File: src/rtl/vedic_dot_acc_pkg.sv
// Shared types and defaults for the vedic dot-product accumulator.
// Holds the FSM encoding and the 2x2 vedic building block.
package vedic_dot_acc_pkg;

    typedef enum logic [1:0] {
        ST_ACC   = 2'd0,
        ST_FLUSH = 2'd1,
        ST_DONE  = 2'd2
    } state_t;

    localparam int ACC_W_DEF   = 24;
    localparam int MAX_LEN_DEF = 256;
    localparam int CNT_W_DEF   = 9;

    // Urdhva-tiryagbhyam 2x2 cell: vertical and crosswise partials.
    function automatic logic [3:0] vedic2(
        input logic [1:0] a,
        input logic [1:0] b
    );
        logic c;
        logic [3:0] r;
        r[0] = a[0] & b[0];
        r[1] = (a[1] & b[0]) ^ (a[0] & b[1]);
        c    = (a[1] & b[0]) & (a[0] & b[1]);
        r[2] = (a[1] & b[1]) ^ c;
        r[3] = (a[1] & b[1]) & c;
        return r;
    endfunction

endpackage

File: src/rtl/vedic_dot_acc_mul.sv
// Combinational 8x8 unsigned vedic multiplier.
// Built from four 4x4 blocks, each built from four 2x2 cells.
module vedic_8x8
    import vedic_dot_acc_pkg::*;
(
    input  logic [7:0]  mul_1,
    input  logic [7:0]  mul_2,
    output logic [15:0] product
);

    function automatic logic [7:0] vedic4(
        input logic [3:0] a,
        input logic [3:0] b
    );
        logic [3:0] q0;
        logic [3:0] q1;
        logic [3:0] q2;
        logic [3:0] q3;
        q0 = vedic2(a[1:0], b[1:0]);
        q1 = vedic2(a[3:2], b[1:0]);
        q2 = vedic2(a[1:0], b[3:2]);
        q3 = vedic2(a[3:2], b[3:2]);
        return {4'b0, q0}
             + {2'b0, q1, 2'b0}
             + {2'b0, q2, 2'b0}
             + {q3, 4'b0};
    endfunction

    logic [7:0] r0;
    logic [7:0] r1;
    logic [7:0] r2;
    logic [7:0] r3;

    always_comb begin
        r0 = vedic4(mul_1[3:0], mul_2[3:0]);
        r1 = vedic4(mul_1[7:4], mul_2[3:0]);
        r2 = vedic4(mul_1[3:0], mul_2[7:4]);
        r3 = vedic4(mul_1[7:4], mul_2[7:4]);
        product = {8'b0, r0}
                + {4'b0, r1, 4'b0}
                + {4'b0, r2, 4'b0}
                + {r3, 8'b0};
    end

endmodule

File: src/rtl/vedic_dot_acc.sv
// Streaming multiply-accumulate stage: registered operand pair,
// vedic product, accumulator, and a held result port per vector.
module vedic_dot_acc
    import vedic_dot_acc_pkg::*;
#(
    parameter int ACC_W   = ACC_W_DEF,
    parameter int MAX_LEN = MAX_LEN_DEF,
    parameter int CNT_W   = CNT_W_DEF
) (
    input  logic             clk,
    input  logic             rst_n,
    input  logic             in_valid,
    output logic             in_ready,
    input  logic [7:0]       in_a,
    input  logic [7:0]       in_b,
    input  logic             in_last,
    output logic             out_valid,
    input  logic             out_ready,
    output logic [ACC_W-1:0] out_sum,
    output logic [CNT_W-1:0] out_count,
    output logic             out_ovf
);

    state_t state;
    state_t state_nx;

    logic [7:0]       a_q;
    logic [7:0]       b_q;
    logic             last_q;
    logic             v1;
    logic [ACC_W-1:0] acc;
    logic             ovf;
    logic [CNT_W-1:0] count;
    logic [CNT_W-1:0] count_next;
    logic [15:0]      p;
    logic [ACC_W:0]   sum;
    logic             accept;
    logic             eff_last;

    vedic_8x8 u_mul (
        .mul_1   (a_q),
        .mul_2   (b_q),
        .product (p)
    );

    assign in_ready   = (state == ST_ACC);
    assign out_valid  = (state == ST_DONE);
    assign accept     = in_valid & in_ready;
    assign count_next = count + 1'b1;
    // The element that fills the vector closes it regardless of in_last.
    assign eff_last   = in_last | (count_next == CNT_W'(MAX_LEN));
    assign sum        = {1'b0, acc} + {{(ACC_W - 15){1'b0}}, p};

    always_comb begin
        state_nx = state;
        unique case (state)
            ST_ACC:   if (accept && eff_last) state_nx = ST_FLUSH;
            ST_FLUSH: state_nx = ST_DONE;
            ST_DONE:  if (out_ready) state_nx = ST_ACC;
            default:  state_nx = ST_ACC;
        endcase
    end

    always_ff @(posedge clk or negedge rst_n) begin
        if (!rst_n) begin
            state <= ST_ACC;
        end else begin
            state <= state_nx;
        end
    end

    always_ff @(posedge clk or negedge rst_n) begin
        if (!rst_n) begin
            a_q    <= '0;
            b_q    <= '0;
            last_q <= 1'b0;
            v1     <= 1'b0;
        end else begin
            v1 <= accept;
            if (accept) begin
                a_q    <= in_a;
                b_q    <= in_b;
                last_q <= eff_last;
            end
        end
    end

    always_ff @(posedge clk or negedge rst_n) begin
        if (!rst_n) begin
            acc       <= '0;
            ovf       <= 1'b0;
            count     <= '0;
            out_sum   <= '0;
            out_count <= '0;
            out_ovf   <= 1'b0;
        end else begin
            if (v1 && !last_q) begin
                acc <= sum[ACC_W-1:0];
                ovf <= ovf | sum[ACC_W];
            end else if (v1 && last_q) begin
                out_sum   <= sum[ACC_W-1:0];
                out_ovf   <= ovf | sum[ACC_W];
                out_count <= count;
                acc       <= '0;
                ovf       <= 1'b0;
            end
            // The final pair is counted at accept, so FLUSH sees the full count.
            if (v1 && last_q) begin
                count <= '0;
            end else if (accept) begin
                count <= count_next;
            end
        end
    end

endmodule

File: config.mk
export PLATFORM = sky130hd
export DESIGN_NAME = vedic_dot_acc
export DESIGN_NICKNAME = d
export VERILOG_FILES = /design/src/rtl/vedic_dot_acc_pkg.sv /design/src/rtl/vedic_dot_acc_mul.sv /design/src/rtl/vedic_dot_acc.sv
export SDC_FILE = /design/constraint.sdc
export NUM_CORES = 1
export LEC_CHECK = 0
export BUFFER_PORTS_ARGS = -buffer_cell sky130_fd_sc_hd__buf_2
export CORE_ASPECT_RATIO = 0.8
export CORE_MARGIN = 2
export CORE_UTILIZATION = 55
export CTS_CLUSTER_DIAMETER = 200
export CTS_CLUSTER_SIZE = 30
export DETAILED_ROUTE_END_ITERATION = 12
export PLACE_DENSITY = 0.82
export SLEW_MARGIN = 15
export SYNTH_ARGS = -nofsm -noshare
export SYNTH_HDL_FRONTEND = slang
export SYNTH_SLANG_ARGS = --single-unit
export TNS_END_PERCENT = 50
File: constraint.sdc
create_clock -name clk -period 8.9 [get_ports clk]
set_clock_uncertainty 0.2 [all_clocks]
set_input_delay 1.78 -clock clk [delete_from_list [all_inputs] [get_ports clk]]
set_output_delay 1.78 -clock clk [all_outputs]
set_load 0.03 [all_outputs]
# Word-level counts from Yosys, hierarchy flattened
# Index checks and enable logic that the tools add are counted.
# word_totals
regBits	88
inputBits	21
wordCells	183
# op_classes
n_bitwise	132
n_eq_ne	5
n_addsub	17
muxes	9
reduce_logical	9
# op_table
operator	count
$and 1x1->1	97
$mux 24	2
$add 8x6->8	4
$add 8x8->8	4
$xor 1x1->1	32
$add 4x6->7	4
$add 24x16->25	1
$mux 9	2
$add 16x12->16	1
$add 16x16->16	1
$add 8x12->13	1
$add 9x1->9 const B	1
$eq 9x9->1 const B	1
$pmux 2 s3	1
$mux 2	2
$ne 2x1->1 const B	2
$reduce_and 2->1	2
$reduce_bool 2->1	2
$logic_and 1x1->1	3
$eq 2x1->1 const B	1
$eq 2x2->1 const B	1
$logic_not 2->1	1
$mux 1	2
$or 1x1->1	2
other kinds (2)	2

# Longest topological paths before layout
# logic_depth
word_depth	12
depth_mapped	36
mapped_depth_nobuf	35

# Cells and area by module
# A second synthesis with hierarchy kept.
# hier_totals
cells_unflattened	798
hier_area_um2	7023.0
# modules_own_cells
module	area_each_um2	seq_area_each_um2	cells_per_inst	n_inst
vedic_dot_acc	4624.4	2202.1	518	1
vedic_8x8	2398.6	0.0	280	1

# Worst setup path after synthesis
# Ideal clock, no wire load.
# synth_timing
path_type	flip-flop to flip-flop
from	register a_q[1]
to	register acc[19]
synth_period_minus_slack_ps	7783
slack_ps	1117
t_arrival_ps	7459
path_stages_with_launch	31
required_ps	8576
path_buffers	0
cell_sequence	dfrtp_1 -> and2_1 -> ha_1 -> ha_1 -> ha_1 -> inv_1 -> fa_1 -> xor2_1 -> fa_1 -> fa_1 -> inv_1 -> ha_1 -> fa_1 -> a21o_1 -> a21oi_1 -> nor2_1 -> xnor2_1 -> fa_1 -> inv_1 -> ha_1 -> nor3_1 -> nor2_1 -> a31o_2 -> a21oi_1 -> xnor2_1 -> ha_1 -> a21o_1 -> or4_1 -> a311o_1 -> and3_1 -> a211o_1
# synth_between
elab_chain_cells	11
word_cells_on_any_way	35
cone_classes	10 x add/sub; 1 x mux; 24 x bitwise
# synth_lines
element	line_no	rtl
start, declared	vedic_dot_acc.sv:27	logic [7:0] a_q;
start signal, assigned	vedic_dot_acc.sv:81	a_q <= in_a;
$and 1x1->1	vedic_dot_acc_pkg.sv:23, vedic_dot_acc_pkg.sv:24	
$and 1x1->1	vedic_dot_acc_pkg.sv:24	c = (a[1] & b[0]) & (a[0] & b[1]);
$xor 1x1->1 / $and 1x1->1 (equally long branches)	vedic_dot_acc_pkg.sv:25, vedic_dot_acc_pkg.sv:26	
$add 4x6->7	vedic_dot_acc_mul.sv:24	+ {2'b0, q1, 2'b0}
$add 8x6->8	vedic_dot_acc_mul.sv:25	+ {2'b0, q2, 2'b0}
$add 8x8->8	vedic_dot_acc_mul.sv:26	+ {q3, 4'b0};
$add 8x12->13	vedic_dot_acc_mul.sv:40	+ {4'b0, r1, 4'b0}
$add 16x12->16 (*)	vedic_dot_acc_mul.sv:41	+ {4'b0, r2, 4'b0}
$add 16x16->16 (*)	vedic_dot_acc_mul.sv:42	+ {r3, 8'b0};
$add 24x16->25 (*)	vedic_dot_acc.sv:52	assign sum = {1'b0, acc} + {{(ACC_W - 15){1'b0}}, p};
$mux 24 (*)	vedic_dot_acc.sv:97	if (v1 && !last_q) begin
end signal, assigned	vedic_dot_acc.sv:98	acc <= sum[ACC_W-1:0];
end, declared	vedic_dot_acc.sv:31	logic [ACC_W-1:0] acc;
# Mark *: on every way between the ends. The rest lies on a longest branch, timed or not.
# A chain may end at the register's enable or synchronous reset.

# Worst setup path in the final report
# Same ends and word-level chain as after synthesis.

==> qor.csv <==
metric;value;unit
syn_area_per_cell;8.91;sq um
worstPathArrival;8.40;ns
powerDensity;393;nW/um^2
relSlewSlack;32.6;%
hpwl;12.1;mm
synth.distinct_cells;60;
tightest_slew;1.01;ns
ff2ff_setup_slack;0.54;ns
synth_top_cells_by_count;137 x nand2_1, 100 x ha_1, 88 x dfrtp_1, 64 x inv_1, 62 x and2_1;
io_pins;57;
cts_tree;done;
holdPathEnd;out_sum[11];
rsz0062_at_grt;no;
antenna_left;0;
drc;0;
clk_pin_slew_worst_paths;0.07;ns
cts_hold_buf;0;
yosysMostFrequentCell;nand2_1;
grt_pass1_wl;27.7;mm
die_h;107;microns
r2r_start;a_q[1];
fin_crit;8.36;ns
io_buffers;56;
synthArstFlopShare;100;%
dr.pass1.iters;6;
ys_seq_area_share;30.0;%
via_per_inst;5.56;
num_rows;37;
required;8.93;ns
max_freq;0.120;GHz
cp_slowest_stage_delay;0.56;ns
start_util;56.7;%
clockBufferDepth;2;
yosysWarnings;0;
grtUsageTotal;23.9;%
outcome;completed;
drt_wl_total;16.0;mm
critical-path-slowest-cell;fa_1;
clock_latency;0.35;ns
wire_per_inst;15.4;microns
grt_util_met3;3.53;%
hp-class;flip-flop to flip-flop;
synthesis.nets;968;
first_global_vias;5691;
synth_area;7340;sq um
max-cap-violations;0;
holdPathStages;2;
setup_viol;0;
worstHoldStart;out_sum[11];
antenna_cells;0;
hold_viol;0;
yosys.area.top_type;dfrtp_1;
antenna_found_initial;0;
cts_root_buf;clkbuf_16;
gp_congestion;0.930;
die_w;133;microns
tns;0;ns
criticalPathCategory;flip-flop to flip-flop;
dieArea;14300;sq um
busiest_layer;met2;
globalRouteMet2Util;38.0;%
critPathLaunchType;flip-flop;
dr.first_iter.drc_count;430;
grt_max_degree;60;
rr_worst_depth;30;
netlist_instances;824;
cts_buffers;9;
final_layout_size_suffix_gt1_share;9.77;%
htreeDepth;3;
reg2reg_to;acc[19];
ys.flop_type;dfrtp_1;
routed-via-count;5805;
vdd_ir_drop_max;0.342;mV
p_leak;4.39;nW
cts_setup_buffers;0;
synth_enable_flop_cells;0;
endpoint_kind;flip-flop;
synthTopCellsByArea;dfrtp_1 30%, ha_1 17%, nand2_1 7.0%;
synth_top_area_share;30.0;%
cts.sinks;88;
coreArea;13000;sq um
period_share;94.0;%
syn2layout_area_growth;9.61;%
grt_overflow;0;
slew_violations;0;
total_power;0.00316;W
ys_ff_latch;88;
nets;1009;
path_max_fanout;9;
grtUsageMet1;34.8;%
whs;0.272;ns
cpMostUsedCell;ha_1;
-- cells in the final DEF, fill, tap and decap left out, types with 9 or more instances in the layout --
cell type | Yosys | final
nand2_1 | 137 | 136
ha_1 | 100 | 100
dfrtp_1 | 88 | 88
inv_1 | 64 | 64
and2_1 | 62 | 62
buf_2 | 1 | 55
o21ai_0 | 43 | 42
a21oi_1 | 39 | 39
xnor2_1 | 34 | 33
nor2_1 | 33 | 33
fa_1 | 23 | 23
xor2_1 | 22 | 22
a21o_1 | 22 | 22
o2bb2ai_1 | 16 | 16
and3_1 | 10 | 10
nor2b_1 | 9 | 9
nand3_1 | 9 | 9
clkbuf_16 | 0 | 9
-- sequential cells by signal (all words and copies together) (netlist names) --
signal     flops
ovf            1
state          2
last_q         1
out_count      9
b_q            8
a_q            8
out_sum       24
count          9
v1             1
acc           24
out_ovf        1
-- kinds of logic after synthesis --
group / share of synthesized area [%]
xor gates and xnor gates: 6.68
DFF: 30.0
muxes: 0.290
AOI/OAI and AO/OA: 15.6
and+or+nand+nor: 19.1
buffers and inverters: 5.06
adders and majority gates: 23.3
-- worst max-delay path by stage --
stage           start  endpoint  slack, ns
5_1_grt        a_q[1]   acc[23]       0.07
3_5_place_dp   b_q[0]   acc[23]       0.51
3_3_place_gp   a_q[1]   acc[19]       0.82
4_1_cts        a_q[1]   acc[19]       0.45
2_1_floorplan  a_q[1]   acc[19]       1.12
6_report       a_q[1]   acc[19]       0.54
-- layout make-up --
type / count / area [sq um]
clock buffers: 9 / 225
multi-input cells: 644 / 4780
fillers: 1110 / 4910
clock inverters: 7 / 85.1
inverters: 64 / 240
well taps: 175 / 219
flip-flops and latches: 88 / 2200
repair buffers: 58 / 298
-- report_power, final --
group,switching [W],internal [W]
sequential,0.0000957,0.000498
combinational,0.00133,0.000839
clock,0.000176,0.000224
-- worst max-delay path, delay by kind of cell (launching register included) --
family	cells	cell delay, ns
xor+xnor	3	0.56
buf+inv	3	0.15
flops	1	0.45
fa+ha+maj	11	3.93
compound gates	7	1.68
simple gates	6	1.27
-- routing by layer --
layer	wire length [microns]	share of wire (%)
met1	7900	49
met2	7180	45
met3	739	4.6
met4	222	1.4
met5	0	0
-- stage by stage --
stage	instances	area (sq um)	setup WS (ns)	util, %
final	1045	8050	0.536	62.1
after global routing	1045	8050	0.0677	62.1
after global placement	1029	7730	0.820	59.6
after detailed placement	1029	7730	0.505	59.6
after floorplan	824	7340	1.12	-
after CTS	1045	8040	0.454	62.0
-- timing repair --
action / 4_1_cts / 5_1_grt
hold endpoints to repair: 0 / 0
gates resized for setup: 0 / 2
endpoints found under the setup margin: 0 / 2
Power figures use the tool's default switching activity.
